`config.mk`:
```
export PLATFORM = sky130hd
export DESIGN_NAME = control_unit_flat
export DESIGN_NICKNAME = d
export VERILOG_FILES = /design/src/rtl/control_unit_pkg.sv /design/src/rtl/control_unit_if.sv /design/src/rtl/control_unit_decode.sv /design/src/rtl/control_unit.sv /design/src/flat_wrapper.sv
export SDC_FILE = /design/constraint.sdc
export NUM_CORES = 1
export LEC_CHECK = 0
export ABC_AREA = 1
export ABC_CLOCK_PERIOD_IN_PS = 1450
export CAP_MARGIN = 10
export CELL_PAD_IN_SITES_DETAIL_PLACEMENT = 1
export CELL_PAD_IN_SITES_GLOBAL_PLACEMENT = 2
export CORE_MARGIN = 2
export CORE_UTILIZATION = 19
export DETAILED_ROUTE_END_ITERATION = 8
export PLACE_DENSITY = 0.86
export SLEW_MARGIN = 20
export SYNTH_ARGS = -nofsm -noshare
export SYNTH_HDL_FRONTEND = slang
export SYNTH_SLANG_ARGS = --single-unit
```
`constraint.sdc`:
```
create_clock -name clk -period 1.45 [get_ports clk]
set_clock_uncertainty 0.2 [all_clocks]
set_input_delay 0.145 -clock clk [delete_from_list [all_inputs] [get_ports clk]]
set_output_delay 0.145 -clock clk [all_outputs]
set_load 0.02 [all_outputs]
```
`src/rtl/control_unit_pkg.sv`:
```
// Shared RV32I decode constants: opcodes, funct fields, ALU op codes and
// the datapath select encodings used by the main decoder.
package control_unit_pkg;

    typedef enum logic [6:0] {
        OP_LOAD   = 7'b0000011,
        OP_IMM    = 7'b0010011,
        OP_AUIPC  = 7'b0010111,
        OP_STORE  = 7'b0100011,
        OP_REG    = 7'b0110011,
        OP_LUI    = 7'b0110111,
        OP_BRANCH = 7'b1100011,
        OP_JALR   = 7'b1100111,
        OP_JAL    = 7'b1101111
    } opcode_e;

    localparam logic [6:0] F7_BASE = 7'b0000000;
    localparam logic [6:0] F7_ALT  = 7'b0100000;

    localparam logic [2:0] F3_ADD_SUB = 3'b000;
    localparam logic [2:0] F3_SR      = 3'b101;
    localparam logic [2:0] F3_BEQ     = 3'b000;
    localparam logic [2:0] F3_BNE     = 3'b001;
    localparam logic [2:0] F3_BLT     = 3'b100;
    localparam logic [2:0] F3_BGE     = 3'b101;
    localparam logic [2:0] F3_BLTU    = 3'b110;
    localparam logic [2:0] F3_BGEU    = 3'b111;
    localparam logic [2:0] F3_LB      = 3'b000;
    localparam logic [2:0] F3_LH      = 3'b001;
    localparam logic [2:0] F3_LW      = 3'b010;
    localparam logic [2:0] F3_LBU     = 3'b100;
    localparam logic [2:0] F3_LHU     = 3'b101;
    localparam logic [2:0] F3_JALR    = 3'b000;

    // ALU operation = {instr[30], funct3}
    typedef enum logic [3:0] {
        ALU_ADD  = 4'b0000,
        ALU_SLL  = 4'b0001,
        ALU_SLT  = 4'b0010,
        ALU_SLTU = 4'b0011,
        ALU_XOR  = 4'b0100,
        ALU_SRL  = 4'b0101,
        ALU_OR   = 4'b0110,
        ALU_AND  = 4'b0111,
        ALU_SUB  = 4'b1000,
        ALU_SRA  = 4'b1101
    } alu_op_e;

    typedef enum logic [1:0] {
        WB_ALU  = 2'b00,
        WB_DMEM = 2'b01,
        WB_PC4  = 2'b10
    } wb_sel_e;

    // Format 11 is B or J depending on which of branch/jump is set
    typedef enum logic [1:0] {
        IMM_I  = 2'b00,
        IMM_S  = 2'b01,
        IMM_U  = 2'b10,
        IMM_BJ = 2'b11
    } imm_fmt_e;

    typedef enum logic [1:0] {
        RW_BYTE = 2'b00,
        RW_HALF = 2'b01,
        RW_WORD = 2'b10
    } rw_mode_e;

    typedef struct packed {
        logic       alu_pc_select;
        logic       alu_mux1_select;
        logic       alu_imm_select;
        logic [1:0] alu_mux2_select;
        logic [3:0] alu_op_select;
        logic [1:0] rf_w_select;
        logic       w_en_rf;
        logic       wr_en_dmem;
        logic [1:0] rw_mode;
        logic       branch;
        logic       jump;
    } ctrl_t;

endpackage

```
`src/rtl/control_unit_if.sv`:
```
// Instruction-in / control-out bundle between the fetch stage and the decoder.
interface control_unit_if;
    logic [31:0] instr;
    logic        alu_pc_select;
    logic        alu_mux1_select;
    logic        alu_imm_select;
    logic [1:0]  alu_mux2_select;
    logic [3:0]  alu_op_select;
    logic [1:0]  rf_w_select;
    logic        w_en_rf;
    logic        w_en_pmem;
    logic        wr_en_dmem;
    logic [1:0]  rw_mode;
    logic        branch;
    logic        jump;

    modport master (
        output instr,
        input  alu_pc_select, alu_mux1_select, alu_imm_select, alu_mux2_select,
               alu_op_select, rf_w_select, w_en_rf, w_en_pmem, wr_en_dmem,
               rw_mode, branch, jump
    );

    modport slave (
        input  instr,
        output alu_pc_select, alu_mux1_select, alu_imm_select, alu_mux2_select,
               alu_op_select, rf_w_select, w_en_rf, w_en_pmem, wr_en_dmem,
               rw_mode, branch, jump
    );
endinterface

```
`src/rtl/control_unit_decode.sv`:
```
// Purely combinational RV32I main decoder; any invalid opcode or funct
// combination collapses the whole control word to zero (NOP).
module control_decode
    import control_unit_pkg::*;
(
    input  logic [31:0] instr,
    output ctrl_t       ctrl
);

    logic [6:0] opcode;
    logic [2:0] funct3;
    logic [6:0] funct7;
    logic       valid;
    ctrl_t      c;
    logic       unused_fields;

    assign opcode = instr[6:0];
    assign funct3 = instr[14:12];
    assign funct7 = instr[31:25];
    // Register indices and immediate bits are consumed by the datapath, not here
    assign unused_fields = ^{instr[24:15], instr[11:7]};

    always_comb begin
        c     = '0;
        valid = 1'b1;
        case (opcode)
            OP_REG: begin
                valid = (funct7 == F7_BASE) ||
                        ((funct7 == F7_ALT) && ((funct3 == F3_ADD_SUB) || (funct3 == F3_SR)));
                c.alu_op_select = {instr[30], funct3};
                c.rf_w_select   = WB_ALU;
                c.w_en_rf       = 1'b1;
            end
            OP_IMM: begin
                // Only shift-right uses bit30 (SRAI); ADDI has no SUB form
                c.alu_op_select   = (funct3 == F3_SR) ? {instr[30], funct3} : {1'b0, funct3};
                c.alu_imm_select  = 1'b1;
                c.alu_mux2_select = IMM_I;
                c.rf_w_select     = WB_ALU;
                c.w_en_rf         = 1'b1;
            end
            OP_LOAD: begin
                valid = (funct3 == F3_LB) || (funct3 == F3_LH) || (funct3 == F3_LW) ||
                        (funct3 == F3_LBU) || (funct3 == F3_LHU);
                c.alu_op_select   = ALU_ADD;
                c.alu_imm_select  = 1'b1;
                c.alu_mux2_select = IMM_I;
                c.rf_w_select     = WB_DMEM;
                c.w_en_rf         = 1'b1;
                c.rw_mode         = funct3[1:0];
            end
            OP_STORE: begin
                valid = (funct3 == F3_LB) || (funct3 == F3_LH) || (funct3 == F3_LW);
                c.alu_op_select   = ALU_ADD;
                c.alu_imm_select  = 1'b1;
                c.alu_mux2_select = IMM_S;
                c.wr_en_dmem      = 1'b1;
                c.rw_mode         = funct3[1:0];
            end
            OP_BRANCH: begin
                c.branch          = 1'b1;
                c.alu_mux2_select = IMM_BJ;
                case (funct3)
                    F3_BEQ, F3_BNE:   c.alu_op_select = ALU_SUB;
                    F3_BLT, F3_BGE:   c.alu_op_select = ALU_SLT;
                    F3_BLTU, F3_BGEU: c.alu_op_select = ALU_SLTU;
                    default:          valid = 1'b0;
                endcase
            end
            OP_JAL: begin
                c.jump            = 1'b1;
                c.alu_op_select   = ALU_ADD;
                c.alu_mux2_select = IMM_BJ;
                c.rf_w_select     = WB_PC4;
                c.w_en_rf         = 1'b1;
            end
            OP_JALR: begin
                valid = (funct3 == F3_JALR);
                c.jump            = 1'b1;
                c.alu_op_select   = ALU_ADD;
                c.alu_imm_select  = 1'b1;
                c.alu_mux2_select = IMM_I;
                c.rf_w_select     = WB_PC4;
                c.w_en_rf         = 1'b1;
            end
            OP_LUI: begin
                c.alu_mux1_select = 1'b1;
                c.alu_imm_select  = 1'b1;
                c.alu_mux2_select = IMM_U;
                c.alu_op_select   = ALU_ADD;
                c.rf_w_select     = WB_ALU;
                c.w_en_rf         = 1'b1;
            end
            OP_AUIPC: begin
                c.alu_pc_select   = 1'b1;
                c.alu_imm_select  = 1'b1;
                c.alu_mux2_select = IMM_U;
                c.alu_op_select   = ALU_ADD;
                c.rf_w_select     = WB_ALU;
                c.w_en_rf         = 1'b1;
            end
            default: valid = 1'b0;
        endcase
        ctrl = valid ? c : '0;
    end

endmodule

```
`src/rtl/control_unit.sv`:
```
// RV32I main decoder with a single output register; reset forces a NOP
// control word and the first decode appears one edge after release.
module control_unit
    import control_unit_pkg::*;
(
    input  logic         clk,
    input  logic         rst,
    control_unit_if.slave bus
);

    ctrl_t ctrl_d;
    ctrl_t ctrl_q;

    control_decode u_decode (
        .instr (bus.instr),
        .ctrl  (ctrl_d)
    );

    always_ff @(posedge clk) begin
        if (rst) begin
            ctrl_q <= '0;
        end else begin
            ctrl_q <= ctrl_d;
        end
    end

    assign bus.alu_pc_select   = ctrl_q.alu_pc_select;
    assign bus.alu_mux1_select = ctrl_q.alu_mux1_select;
    assign bus.alu_imm_select  = ctrl_q.alu_imm_select;
    assign bus.alu_mux2_select = ctrl_q.alu_mux2_select;
    assign bus.alu_op_select   = ctrl_q.alu_op_select;
    assign bus.rf_w_select     = ctrl_q.rf_w_select;
    assign bus.w_en_rf         = ctrl_q.w_en_rf;
    assign bus.wr_en_dmem      = ctrl_q.wr_en_dmem;
    assign bus.rw_mode         = ctrl_q.rw_mode;
    assign bus.branch          = ctrl_q.branch;
    assign bus.jump            = ctrl_q.jump;
    // Program memory is written only by the loader
    assign bus.w_en_pmem       = 1'b0;

endmodule

```
`src/flat_wrapper.sv`:
```
// flat-port wrapper written by rule: the top's interface ports become plain ports
module control_unit_flat import control_unit_pkg::*;
  (clk, rst, bus_instr, bus_alu_pc_select, bus_alu_mux1_select, bus_alu_imm_select, bus_alu_mux2_select, bus_alu_op_select, bus_rf_w_select, bus_w_en_rf, bus_w_en_pmem, bus_wr_en_dmem, bus_rw_mode, bus_branch, bus_jump);
  control_unit_if bus_i ();
  input  logic clk;
  input  logic rst;
  input wire logic [$bits(bus_i.instr)-1:0] bus_instr;
  output wire logic [$bits(bus_i.alu_pc_select)-1:0] bus_alu_pc_select;
  output wire logic [$bits(bus_i.alu_mux1_select)-1:0] bus_alu_mux1_select;
  output wire logic [$bits(bus_i.alu_imm_select)-1:0] bus_alu_imm_select;
  output wire logic [$bits(bus_i.alu_mux2_select)-1:0] bus_alu_mux2_select;
  output wire logic [$bits(bus_i.alu_op_select)-1:0] bus_alu_op_select;
  output wire logic [$bits(bus_i.rf_w_select)-1:0] bus_rf_w_select;
  output wire logic [$bits(bus_i.w_en_rf)-1:0] bus_w_en_rf;
  output wire logic [$bits(bus_i.w_en_pmem)-1:0] bus_w_en_pmem;
  output wire logic [$bits(bus_i.wr_en_dmem)-1:0] bus_wr_en_dmem;
  output wire logic [$bits(bus_i.rw_mode)-1:0] bus_rw_mode;
  output wire logic [$bits(bus_i.branch)-1:0] bus_branch;
  output wire logic [$bits(bus_i.jump)-1:0] bus_jump;
  assign bus_i.instr = bus_instr;
  assign bus_alu_pc_select = bus_i.alu_pc_select;
  assign bus_alu_mux1_select = bus_i.alu_mux1_select;
  assign bus_alu_imm_select = bus_i.alu_imm_select;
  assign bus_alu_mux2_select = bus_i.alu_mux2_select;
  assign bus_alu_op_select = bus_i.alu_op_select;
  assign bus_rf_w_select = bus_i.rf_w_select;
  assign bus_w_en_rf = bus_i.w_en_rf;
  assign bus_w_en_pmem = bus_i.w_en_pmem;
  assign bus_wr_en_dmem = bus_i.wr_en_dmem;
  assign bus_rw_mode = bus_i.rw_mode;
  assign bus_branch = bus_i.branch;
  assign bus_jump = bus_i.jump;
  control_unit u_core (.clk(clk), .rst(rst), .bus(bus_i));
endmodule
```
* After elaboration in Yosys (flattened, before gate mapping)
Cells that the tools add are included.
** Storage, ports and cells
- Flip-flop bits (word level) :: 17
** Cells by class
- Multiplexer cells :: 13
- Bitwise operators :: 2
- Reduce and logical (&&, ||, !) cells :: 22
- Eq/ne operators :: 16
** Operator list (number)
- == test 7 x 6 -> 1 bit, second input constant :: 4
- one-hot mux 4 bit (3 select lines) :: 2
- == test 7 bit, second input constant :: 3
- OR reduction 2 bit :: 8
- == test 7 x 5 -> 1 bit, second input constant :: 2
- == test 3 bit, second input constant :: 4
- OR reduction 6 bit :: 2
- one-hot mux 3 bit (3 select lines) :: 1
- OR reduction 4 bit :: 2
- == test 7 x 2 -> 1 bit, second input constant :: 1
- logical NOT 7 bit :: 1
- 2-to-1 mux 1 bit :: 7
- logical OR 1 bit :: 6
- one-hot mux 1 bit (6 select lines) :: 1
- one-hot mux 2 bit (3 select lines) :: 1
- 2-to-1 mux 4 bit :: 1
- == test 3 x 1 -> 1 bit, second input constant :: 1
- == test 3 x 2 -> 1 bit, second input constant :: 1
- logical NOT 3 bit :: 1
- OR reduction 3 bit :: 1
- NOT 1 bit :: 2
- logical AND 1 bit :: 1

* Depth between registers and ports, before layout
Gate-level depths: netlist of run 1.
- Depth after elaboration :: 8
- Depth in mapped cells :: 10

* Hierarchy
Synthesis of run 1 repeated with hierarchy kept, for this count alone.
** Unflattened totals
- Cell total of the unflattened synthesis :: 152
- Area total of the unflattened synthesis :: 988.4 µm²
** Modules (own cells, without submodules)
- control_unit :: area each 505.5 µm², times used 1, sequential area each 340.3 µm², cells each 55
- control_decode :: area each 483.0 µm², times used 1, sequential area each 0.0 µm², cells each 97

* Worst setup path after synthesis of run 1
OpenSTA, ideal clock, no wires.
- Path kind :: input to register
- Start :: input bus_instr[2]
- End :: register u_core.ctrl_q (netlist bit u_core.bus.jump)
- Slack :: 151 ps
- Stages :: 10
- Library setup time :: 127 ps
- Buffers on the path :: 1
- Data arrival time :: 972 ps
- Cells stage by stage :: inv_1 > nand2_2 > nor2_8 > nand2_2 > nor2_1 > nor2_1 > nand3_2 > nand2_4 > buf_12 > nor2_4
** Between the ends
- Word-level cells in the longest chain between the ends :: 5
- Elaborated cells between the ends (all ways) :: 15
- Classes of those cells :: eq/ne (9); mux (2); bitwise (1); reduce/logical (3)
** RTL lines
- start: declaration :: RTL line flat_wrapper.sv:7 : input wire logic [$bits(bus_i.instr)-1:0] bus_instr;
- == test 7 x 5 -> 1 bit, or another cell as far along :: RTL line control_unit_decode.sv:26 : case (opcode)
- OR reduction 4 bit (no line)
- one-hot mux 1 bit (6 select lines) :: RTL line control_unit_decode.sv:26
- NOT 1 bit (no line)
- OR reduction 2 bit (no line)
- end signal: assignment :: RTL line control_unit.sv:23 : ctrl_q <= ctrl_d;
- end: declaration :: RTL line control_unit.sv:12 : ctrl_t ctrl_q;
Parallel ways exist; a longest one is shown, timed or not.
A chain may end at the register's enable or synchronous reset.

* Worst setup path in the final report of run 1
- Start :: input bus_instr[0]
- End :: register u_core.ctrl_q (netlist bit u_core.bus.rf_w_select[1])
Same word-level chain as after synthesis.

==> impl_metrics.ini, run 1 <==
[outcome]
status = complete, no violations

[timing]
hold_violations = 0
rsz0062_at_grt = true
post-route-period-util_pct = 95.0
max_slew_margin_pct = 55.8
drv_slew = 0
timing.fmax_ghz = 0.726
worst_slew_pin_slew_ns = 0.656
setup_violations = 0
period_needed_ns = 1.38

[synth]
yosysUniqueCellTypes = 21
yosysWarnings = 0
avgSynthCellArea_sq_um = 7.66
synth_area_sq_um = 927
syn_inst = 121
ys_seq_elements = 17
syn_nets = 155
synth_seq_area_share_pct = 36.7

[critical_path]
critPathBufInv = 2
crit_path_end_kind = flop
crit_arrival_ns = 1.30
path_cells = dlygate4sd2_1 > nand2_4 > nor2_4 > nand2_1 > nand2_2 > nor2_2 > nand3_4 > nand2_8 > buf_12 > nor2_4
cpPeakStageDelay_ns = 0.26
crit_path_max_fanout = 5
path_common_cell = nor2_4
crit_type = in -> reg
start_kind = input port
path_delay_family = simple AND/OR/NAND/NOR gates
crit_slowest_cell = dlygate4sd2_1
critPathRequiredTime_ns = 1.37

[routing]
drc_errors = 0
ant_nets = 0
vias = 939
dr.first_iter.drc_count = 28
vias_per_cell = 3.79
firstDrtPassIters = 4
avgRoutedWirePerCell_um = 10.0
totalWireLength_mm = 2.48

[floorplan]
core-area_sq_um = 4720
die_h_um = 73.9
dieArea_sq_um = 5450
fp.dieW_um = 73.9
start_util_pct = 19.6
rows = 25
pin_count = 52

[global_routing]
overflow = 0
first_global_vias = 933
grt_util_all_layers_pct = 10.1
grt_max_degree = 10
grt_pass1_wl_mm = 4.17
antenna_found_initial = 0

[final_layout]
antenna_cells = 0
drive_gt1_share_pct = 39.8
final_common_cell = dlygate4sd2_1
most-common-layout-cells = dlygate4sd2_1 (24), buf_4 (20), dfxtp_1 (17)
flow.area_growth_from_synthesis_pct = 73.1
final_util_pct = 34.0
num-nets-final = 216

[place]
gp_congestion = 0.799
dp_hpwl_mm = 2.10
io_buffers = 35

[clocking]
cts.sinks = 17
cts_tree = yes
clk_pin_slew_ns = 0.06
cts_buffers = 3
h-tree-depth = 1
cts_buffer_depth = 2
cts-root-buf = clkbuf_8

[min_path]
hold_path_class = in -> reg

[pwr]
powerDensity_nw_per_um2 = 608
finalPower_w = 0.000976
power_leakage_nw = 0.763
vdd_drop_max_v = 0.000212

[run]
cap_violations = 0
[cell usage after synthesis, drive strengths merged]
master / instances / share of area [%]
a21oi: 2 / 1.1
a31oi: 2 / 1.3
buf: 2 / 3.0
clkinv: 1 / 0.54
conb: 1 / 0.40
dfxtp: 17 / 37
inv: 18 / 7.3
nand2: 25 / 13
nand3: 12 / 7.0
nor2: 37 / 27
nor3: 1 / 0.54
o21ai: 2 / 1.1
o22ai: 1 / 0.68
[worst min-delay path, delay by kind of cell]
family | cells | cell delay [ns]
and+or+nand+nor | 2 | 0.17
buffers and inverters | 1 | 0.14
[flip-flops by register name (all words and copies together) (netlist names)]
register / flops
u_core.bus.alu_op_select: 4
u_core.bus.alu_mux1_select: 1
u_core.bus.wr_en_dmem: 1
u_core.bus.branch: 1
u_core.bus.w_en_rf: 1
u_core.bus.alu_mux2_select: 2
u_core.bus.alu_imm_select: 1
u_core.bus.jump: 1
u_core.bus.rf_w_select: 2
u_core.bus.alu_pc_select: 1
u_core.bus.rw_mode: 2
[cells by family (layout without fill, tap and decap cells)]
family | after synthesis | after routing | synth area share, %
AO/OA/AOI/OAI | 7 | 7 | 4.18
buffers and inverters | 21 | 81 | 10.8
flip-flops | 17 | 17 | 36.7
other | 1 | 1 | 0.404
AND/OR/NAND/NOR | 75 | 75 | 47.9
[what timing repair did]
| item | CTS | global route |
|---|---|---|
| pin swaps | 10 | 9 |
| hold buffers | 0 | 0 |
| setup buffers | 3 | 0 |
| gates cloned | 0 | 0 |
| endpoints found under the setup margin | 34 | 13 |
| gates resized for setup | 40 | 13 |
[final cells by class]
cell class                 count  area [sq um]
sequential                    17           340
clock buffer                   4          45.0
timing repair buffer          58           513
tap                           67          83.8
inverter                      19          72.6
fill                         583          3120
multi-input combinational     83           551
[where the power goes]
part | switching, W | leakage [nW] | total [W] | internal, W
clock network | 0.000147 | 0.0228 | 0.000342 | 0.000195
registers | 0.0000000490 | 0.137 | 0.000467 | 0.000467
logic | 0.0000861 | 0.603 | 0.000167 | 0.0000811
total | 0.000233 | 0.763 | 0.000976 | 0.000743
[layer usage]
| metal | track usage [%] | share of wire [%] | vias to the layer above |
|---|---|---|---|
| met3 | 0.823 | 3.4 | 2 |
| met1 | 12.3 | 43 | 424 |
| met4 | 4.85 | 1.1 | 0 |
| met5 | 0 | 0 | - |
| li1 | - | - | 487 |
| met2 | 17.8 | 52 | 26 |
[final timing paths]
kind / from / endpoint / slack (ns) / cells after the start
max: bus_instr[0] / u_core.bus.rf_w_select[1] / 0.07 / 10
min: bus_instr[5] / u_core.bus.wr_en_dmem / 0.05 / 3
[stage by stage]
step,cells,worst slack [ns],setup TNS (ns),cell area (sq um),hold slack (ns)
after floorplan,121,0.151,0,927,0.0954
after global placement,241,-0.550,-8.29,1510,0.647
after detailed placement,241,-0.541,-8.05,1510,0.664
after CTS,248,0.0103,0,1570,0.220
after global routing,248,-0.00742,-0.0152,1610,0.0895
final,248,0.0719,0,1610,0.0504
Note: power is estimated with default switching activity, not from simulation.
==> inputs of run 2 (changes only) <==
- SKIP_LAST_GASP: default -> 1
==> impl_metrics.ini, run 2 (synthesis gave the netlist of run 1 again) <==
[floorplan]
die_h_um = 73.9
start_util_pct = 19.6
rows = 25
pin_count = 52
dieArea_sq_um = 5450
fp.dieW_um = 73.9
core-area_sq_um = 4720

[routing]
avgRoutedWirePerCell_um = 9.96
totalWireLength_mm = 2.47
dr.first_iter.drc_count = 28
vias = 950
ant_nets = 0
firstDrtPassIters = 4
vias_per_cell = 3.83
drc_errors = 0

[global_routing]
grt_pass1_wl_mm = 4.17
overflow = 0
grt_max_degree = 10
first_global_vias = 933
antenna_found_initial = 0
grt_util_all_layers_pct = 10.1

[critical_path]
crit_start = bus_instr[2]
crit_arrival_ns = 1.30
crit_type = in -> reg
path_common_cell = nor2_2
cpPeakStageDelay_ns = 0.26
crit_path_max_fanout = 7
start_kind = input port
crit_path_end_kind = flop
path_cells = dlygate4sd2_1 > inv_2 > nand2_4 > nor2_8 > nand3_1 > nand2_1 > nor2_2 > nand3_4 > nand2_8 > buf_12 > nor2_2
critPathRequiredTime_ns = 1.37
crit_slowest_cell = dlygate4sd2_1

[min_path]
hold_path_class = in -> reg
holdPathEnd = u_core.bus.wr_en_dmem
min-delay-start = bus_instr[5]
hold_depth = 3

[timing]
hold_violations = 0
setup-tns-final_ns = 0
drv_slew = 0
worst_slew_pin_slew_ns = 0.546
worst_slack_ns = 0.0774
max_slew_margin_pct = 63.2
post-route-period-util_pct = 94.7
rsz0062_at_grt = true
setup_violations = 0
timing.fmax_ghz = 0.729
period_needed_ns = 1.37
hold_slack_ns = 0.0490

[pwr]
p_switching_w = 0.000234
comb_power_share_pct = 17.1
swShare_pct = 23.9
power_leakage_nw = 0.763
power.internal_w = 0.000744
clkPwrFrac_pct = 35.1
powerDensity_nw_per_um2 = 611
vdd_drop_max_v = 0.000211
seqPwrFrac_pct = 47.8

[clocking]
cts_buffer_depth = 2
h-tree-depth = 1
cts_hold_buf = 0
cts_tree = yes
cts.sinks = 17
cts-root-buf = clkbuf_8
cts_buffers = 3
clk_pin_slew_ns = 0.06

[final_layout]
drive_gt1_share_pct = 39.2
num-nets-final = 216
fin_area_sq_um = 1600
final_util_pct = 33.9
flow.area_growth_from_synthesis_pct = 72.6
largest_reg_flops = 4
final_common_cell = dlygate4sd2_1
fillers = 585
most-common-layout-cells = dlygate4sd2_1 (24), buf_4 (20), dfxtp_1 (17)
antenna_cells = 0

[place]
io_buffers = 35
place_ws_ns = -0.541
gp_congestion = 0.799
placed_area_sq_um = 1510
dp_hpwl_mm = 2.10

[run]
cap_violations = 0

[outcome]
status = complete, no violations
-- run 2: worst max-delay path: cells and delay by family --
kind	cells	cell delay [ns]
buf+inv	3	0.45
simple gates	8	0.70
-- run 2: what timing repair did --
item / in CTS / in global routing
pin swaps: 10 / 8
resized for setup: 40 / 10
setup buffers: 3 / 0
endpoints found under the setup margin: 34 / 13
-- run 2: how the worst max path moves through the flow --
| stage | slack [ns] | to | cells after the start |
|---|---|---|---|
| CTS | 0.01 | u_core.bus.alu_pc_select | 11 |
| global route | -0.01 | u_core.bus.rf_w_select[1] | 10 |
| floorplan | 0.15 | u_core.bus.jump | 10 |
| global placement | -0.55 | u_core.bus.rf_w_select[1] | 11 |
| detailed placement | -0.54 | u_core.bus.rf_w_select[1] | 11 |
| finish | 0.08 | u_core.bus.rf_w_select[1] | 11 |
-- run 2: routing by layer --
layer | share of wire (%) | track usage [%] | up-vias | routed length, um
met2 | 52 | 17.8 | 28 | 1280
met1 | 43 | 12.3 | 431 | 1060
met4 | 1.4 | 4.85 | 0 | 34
li1 | - | - | 487 | -
met5 | 0 | 0 | - | 0
met3 | 3.7 | 0.823 | 4 | 91
-- run 2: cell type report --
type	instances	area [sq um]	area share, %
multi-input cells	83	541	33.8
repair buffers	58	518	32.4
flip-flops and latches	17	340	21.3
well taps	67	83.8	5.24
inverters	19	72.6	4.53
clock buffers	4	45.0	2.81
-- run 2: metrics by stage --
step / power, W / cells
finish: 0.000977 / 248
global route: 0.00104 / 248
CTS: 0.000986 / 248
detailed placement: 0.000640 / 241
global placement: 0.000639 / 241
floorplan: 0.000547 / 121
-- run 2: power groups by stage --
stage          logic [W]  registers [W]  clock network [W]
6_report        0.000167       0.000467           0.000343
3_3_place_gp    0.000161       0.000478                  0
4_1_cts         0.000165       0.000467           0.000354
5_1_grt         0.000185       0.000467           0.000384
2_1_floorplan  0.0000692       0.000478                  0
3_5_place_dp    0.000163       0.000478                  0
